==> src/rtl/video_sync_controller.sv <==
// BT.656 sync sequencer: tracks byte/line position from sync_parser H/V/F flags,
// qualifies frame geometry with a lock FSM and gates line/frame strobes on lock.
module video_sync_controller #(
   parameter int LINE_BYTES      = 1716,
   parameter int LINES_PER_FRAME = 525,
   parameter int LINE_TOL        = 4,
   parameter int LOCK_FRAMES     = 3,
   parameter int UNLOCK_FRAMES   = 2
) (
   input  logic        clk,
   input  logic        reset,
   input  logic        H,
   input  logic        V,
   input  logic        F,
   output logic        line_start,
   output logic        frame_start,
   output logic [9:0]  line_idx,
   output logic [10:0] byte_idx,
   output logic        active,
   output logic        field,
   output logic        locked,
   output logic        lock_err
);

   localparam logic [1:0] ST_SEARCH  = 2'd0;
   localparam logic [1:0] ST_ACQUIRE = 2'd1;
   localparam logic [1:0] ST_LOCKED  = 2'd2;

   // byte_idx saturates at 2047, so the watchdog needs its own wider counter
   localparam int               WD_W     = $clog2(2 * LINE_BYTES + 1);
   localparam logic [WD_W-1:0]  WD_LAST  = WD_W'(2 * LINE_BYTES - 1);
   localparam logic [11:0]      LEN_MIN  = 12'(LINE_BYTES - LINE_TOL);
   localparam logic [11:0]      LEN_MAX  = 12'(LINE_BYTES + LINE_TOL);
   localparam logic [9:0]       LPF      = 10'(LINES_PER_FRAME);
   localparam logic [3:0]       LOCK_N   = 4'(LOCK_FRAMES);
   localparam logic [3:0]       UNLOCK_N = 4'(UNLOCK_FRAMES);

   logic [1:0]      state_q, state_d;
   logic            h_prev_q, v_prev_q;
   logic [10:0]     byte_q, byte_d;
   logic [9:0]      line_q, line_d;
   logic [WD_W-1:0] wd_q, wd_d;
   logic [3:0]      good_q, good_d, bad_q, bad_d;
   logic            line_bad_q, line_bad_d;
   logic            chk_en_q, chk_en_d;
   logic            line_start_q, line_start_d;
   logic            frame_start_q, frame_start_d;
   logic            active_q, active_d;
   logic            field_q, field_d;
   logic            lock_err_q, lock_err_d;

   logic        h_rise, h_fall, v_rise, is_locked;
   logic [11:0] line_len;
   logic        line_err, wd_fire, frame_good, frame_err;

   always_comb begin
      h_rise     = H & ~h_prev_q;
      h_fall     = ~H & h_prev_q;
      v_rise     = V & ~v_prev_q;
      is_locked  = (state_q == ST_LOCKED);
      line_len   = {1'b0, byte_q} + 12'd1;
      line_err   = h_rise & chk_en_q & ((line_len < LEN_MIN) | (line_len > LEN_MAX));
      wd_fire    = ~h_rise & (wd_q == WD_LAST);
      // a line completing on the V_rise cycle still belongs to the frame being judged
      frame_good = (line_q == LPF) & ~line_bad_q & ~line_err;

      byte_d = h_rise ? '0 : ((byte_q == '1) ? byte_q : byte_q + 11'd1);
      wd_d   = h_rise ? '0 : ((wd_q == '1) ? wd_q : wd_q + 1'b1);
      line_d = v_rise ? '0 : (h_rise ? ((line_q == '1) ? line_q : line_q + 10'd1) : line_q);

      state_d       = state_q;
      good_d        = good_q;
      bad_d         = bad_q;
      chk_en_d      = chk_en_q | h_rise;
      line_bad_d    = v_rise ? 1'b0 : (line_bad_q | line_err);
      frame_start_d = 1'b0;
      frame_err     = 1'b0;

      if (v_rise) begin
         case (state_q)
            ST_SEARCH: begin
               state_d = ST_ACQUIRE;
               good_d  = '0;
            end
            ST_ACQUIRE: begin
               if (frame_good) begin
                  if (good_q + 4'd1 == LOCK_N) begin
                     state_d       = ST_LOCKED;
                     good_d        = '0;
                     bad_d         = '0;
                     frame_start_d = 1'b1;
                  end else begin
                     good_d = good_q + 4'd1;
                  end
               end else begin
                  good_d    = '0;
                  frame_err = 1'b1;
               end
            end
            ST_LOCKED: begin
               if (frame_good) begin
                  bad_d         = '0;
                  frame_start_d = 1'b1;
               end else begin
                  frame_err = 1'b1;
                  if (bad_q + 4'd1 == UNLOCK_N) begin
                     state_d  = ST_SEARCH;
                     good_d   = '0;
                     bad_d    = '0;
                     chk_en_d = 1'b0;
                  end else begin
                     bad_d         = bad_q + 4'd1;
                     frame_start_d = 1'b1;
                  end
               end
            end
            default: state_d = ST_SEARCH;
         endcase
      end

      if (wd_fire) begin
         state_d       = ST_SEARCH;
         good_d        = '0;
         bad_d         = '0;
         chk_en_d      = 1'b0;
         line_bad_d    = 1'b0;
         frame_start_d = 1'b0;
      end

      lock_err_d   = line_err | frame_err | wd_fire;
      line_start_d = h_fall & is_locked & ~V;
      active_d     = is_locked & ~H & ~V;
      field_d      = v_rise ? F : field_q;
   end

   always_ff @(posedge clk or posedge reset) begin
      if (reset) begin
         state_q       <= ST_SEARCH;
         h_prev_q      <= 1'b0;
         v_prev_q      <= 1'b0;
         byte_q        <= '0;
         line_q        <= '0;
         wd_q          <= '0;
         good_q        <= '0;
         bad_q         <= '0;
         line_bad_q    <= 1'b0;
         chk_en_q      <= 1'b0;
         line_start_q  <= 1'b0;
         frame_start_q <= 1'b0;
         active_q      <= 1'b0;
         field_q       <= 1'b0;
         lock_err_q    <= 1'b0;
      end else begin
         state_q       <= state_d;
         h_prev_q      <= H;
         v_prev_q      <= V;
         byte_q        <= byte_d;
         line_q        <= line_d;
         wd_q          <= wd_d;
         good_q        <= good_d;
         bad_q         <= bad_d;
         line_bad_q    <= line_bad_d;
         chk_en_q      <= chk_en_d;
         line_start_q  <= line_start_d;
         frame_start_q <= frame_start_d;
         active_q      <= active_d;
         field_q       <= field_d;
         lock_err_q    <= lock_err_d;
      end
   end

   assign line_start  = line_start_q;
   assign frame_start = frame_start_q;
   assign line_idx    = line_q;
   assign byte_idx    = byte_q;
   assign active      = active_q;
   assign field       = field_q;
   assign locked      = (state_q == ST_LOCKED);
   assign lock_err    = lock_err_q;

endmodule

==> config.mk <==
export PLATFORM = sky130hd
export DESIGN_NAME = video_sync_controller
export DESIGN_NICKNAME = d
export VERILOG_FILES = /design/src/rtl/video_sync_controller.sv
export SDC_FILE = /design/constraint.sdc
export NUM_CORES = 1
export LEC_CHECK = 0
export CAP_MARGIN = 40
export CORE_MARGIN = 2
export CORE_UTILIZATION = 50
export CTS_CLUSTER_DIAMETER = 50
export DETAILED_ROUTE_END_ITERATION = 10
export DONT_BUFFER_PORTS = 1
export PLACE_DENSITY = 0.74
export SETUP_SLACK_MARGIN = 0.05
export SYNTH_ARGS = -nofsm -noshare
export SYNTH_HDL_FRONTEND = slang
export SYNTH_SLANG_ARGS = --single-unit
==> constraint.sdc <==
create_clock -name clk -period 2.7 [get_ports clk]
set_input_delay 0.675 -clock clk [delete_from_list [all_inputs] [get_ports clk]]
set_output_delay 0.675 -clock clk [all_outputs]
set_load 0.02 [all_outputs]
==> results.json <==
{
  "critical_path_required_ns": 2.94,
  "hold_class": "input port to async pin",
  "power_per_cell_area_nw_per_um2": 623,
  "worstPathArrival_ns": 2.70,
  "synth_fp_nets": 339,
  "gp_congestion": 0.836,
  "cts_sinks": 52,
  "nets": 346,
  "grt_pass1_vias": 2258,
  "worst_pin_slew_ns": 0.567,
  "row_count": 28,
  "critPathKind": "flop to flop",
  "synth_top_area_share_pct": 42.9,
  "insertion_delay_ns": 0.32,
  "post-cts-setup-buffer-count": 0,
  "status": "finished, final reports clean",
  "grt_first_pass_wirelength_mm": 10.2,
  "ant_nets": 0,
  "yosysWarnings": 0,
  "grt_use_total_pct": 19.9,
  "antenna_found_initial": 0,
  "crit_path_start_kind": "flop",
  "cts_buffer_depth": 2,
  "drive_gt1_share_pct": 10.6,
  "maxCapViolations": 0,
  "root_buffer": "clkbuf_8",
  "postRouteWirelength_mm": 6.01,
  "postSynthAreaPerCell_um2": 9.46,
  "synth-edff-count": 0,
  "cts_tree": "yes",
  "viasPerCell": 5.76,
  "clock_skew_ns": 0.0131,
  "fillers": 543,
  "drc": 0,
  "syn_to_final_growth_pct": 6.39,
  "period_needed_ns": 2.46,
  "fp.dieW_um": 81.9,
  "io_buffers": 0,
  "synthCells": 321,
  "cts.clk_slew.worst_paths_ns": 0.10,
  "cellLeakagePower_nw": 1.43,
  "ff_latch_area_um2": 1300,
  "tns_ns": 0,
  "max_freq_mhz": 406,
  "synth-seq-cells": 52,
  "hpwl_mm": 4.46,
  "drtIter0Drc": 118,
  "wl_per_cell_um": 14.9,
  "yosysSeqAreaShare_pct": 42.9,
  "hold_violations": 0,
  "grt-ovfl-total": 0,
  "start_util_pct": 51.6,
  "drv_slew": 0,
  "synthFlopType": "dfrtp_1",
  "synth_area_leaders": "dfrtp_1 (43%), ha_1 (5.4%), nand2_1 (4.1%)",
  "multiInputGateArea_um2": 1610,
  "slew_headroom_pct": 62.1,
  "dieArea_um2": 6710,
  "core_um2": 5890,
  "holdWs_ns": 0.280,
  "dr.pass1.iters": 4,
  "num_antenna_cells": 0,
  "vias": 2328,
  "grt_max_degree": 28,
  "vdd_drop_max_mv": 0.352,
  "fp.dieH_um": 81.9,
  "end_kind": "flop",
  "async_reset_ff_share_pct": 100,
  "numCtsBuffers": 5,
  "h-tree-depth": 2,
  "worst-path-max-fanout": 11,
  "io_pins": 32,
  "ctsHoldBuffers": 0,
  "yosysUniqueCellTypes": 56,
  "period_share_pct": 91.2,
  "synth_area_leader_cell": "dfrtp_1",
  "synth_area_um2": 3040,
  "setup_violations": 0,
  "rsz0062_at_grt": "false"
}
[synthesized netlist by cell type (2+ instances only)]
master and count:
xor2_1 11, nand2b_1 2, clkbuf_1 4, inv_1 13, nand2_1 33, nor4b_1 5, a211oi_1 2, nand4b_1 2
ha_1 13, nor2_1 33, dfrtp_1 52, nand3b_1 3, and3_1 8, buf_6 5, o41ai_1 3, buf_2 2
o21a_1 2, a21o_1 2, nand4_1 9, a21oi_1 23, mux2i_1 4, nand3_1 12, nor3b_1 4, or3_1 4
and2_1 5, nor3_1 11, o31ai_1 3, o21ai_0 12, nor2b_1 3, xnor2_1 10
[routing by layer]
| layer | wire [µm] | vias up | GRT usage [%] |
|---|---|---|---|
| li1 | - | 1156 | - |
| met1 | 2910 | 1118 | 26.6 |
| met2 | 2710 | 47 | 31.0 |
| met3 | 323 | 7 | 5.71 |
| met4 | 66 | 0 | 6.33 |
| met5 | 0 | - | 0 |
[flip-flops by register name (all words and copies together) (netlist names)]
name         count
v_prev_q         1
wd_q            12
state_q          2
byte_idx        11
active           1
line_bad_q       1
line_idx        10
good_q           4
chk_en_q         1
frame_start      1
bad_q            4
lock_err         1
h_prev_q         1
field            1
line_start       1
[cell type report]
| cell class | count | share of cell area, % |
|---|---|---|
| tap | 75 | 2.90 |
| timing repair buffer | 12 | 2.79 |
| clock buffer | 5 | 2.13 |
| sequential | 52 | 40.3 |
| clock inverter | 3 | 0.697 |
| multi-input combinational | 244 | 49.7 |
| inverter | 13 | 1.51 |
[report_power, final]
group	total [W]	internal, W	switching [W]
Clock	0.000459	0.000186	0.000272
Sequential	0.00103	0.000873	0.000156
Combinational	0.000527	0.000223	0.000303
Total	0.00201	0.00128	0.000731
[per-stage QoR]
stage	worst slack [ns]	cells	area (µm²)	util (%)	power (W)
after global routing	0.0826	404	3230	54.9	0.00215
after CTS	0.214	404	3230	54.8	0.00203
after global placement	0.328	396	3130	53.3	0.00155
final	0.237	404	3230	54.9	0.00201
after floorplan	0.205	321	3040	-	0.00143
after detailed placement	0.237	396	3130	53.3	0.00157
[worst paths after layout]
path / start / end / slack, ns / cells after the start
max reg2reg: byte_idx[0] / state_q[1] / 0.24 / 8
min reg2reg: line_bad_q / line_bad_q / 0.52 / 2
max in group asynchronous: reset / good_q[2] / 1.79 / 2
min: reset / line_idx[9] / 0.28 / 1
min in group clk: H / h_prev_q / 0.38 / 0
max: byte_idx[0] / state_q[1] / 0.24 / 8
[kinds of logic after synthesis]
family / Yosys count / share of synthesized area, %
compound gates: 64 / 15.5
xor+xnor: 21 / 6.06
fa+ha+maj: 13 / 5.36
buf+inv: 25 / 4.53
flops: 52 / 42.9
mux: 4 / 1.32
simple gates: 142 / 24.4
[what timing repair did]
| item | in CTS | in global routing |
|---|---|---|
| setup endpoints to repair | 0 | 2 |
| hold endpoints to repair | 0 | 0 |
| resized for setup | 0 | 1 |
[worst max-delay path, stage by stage, from the launching register on]
cell and delay, ns:
dfrtp_1 0.39, ha_1 0.25, and3_1 0.27, and2b_1 0.25, a211o_2 0.36, o311ai_2 0.13, nor2_4 0.14, a311oi_4 0.36
mux2i_1 0.23
[cells in the final DEF, fill, tap and decap left out, types with 3 or more instances in the layout]
master / count
and3_1: 8
mux2i_1: 4
dfrtp_1: 52
nand3_1: 12
o41ai_1: 3
xnor2_1: 10
and2_1: 5
xor2_1: 11
nor2_1: 33
or3_1: 4
o21ai_0: 12
clkbuf_8: 5
nor3_1: 11
nand2_1: 33
nand3b_1: 3
nand4_1: 9
nor3b_1: 4
nor4b_1: 5
buf_4: 12
inv_1: 12
ha_1: 13
a21oi_1: 23
No activity file was read; power rests on OpenSTA's default activity.
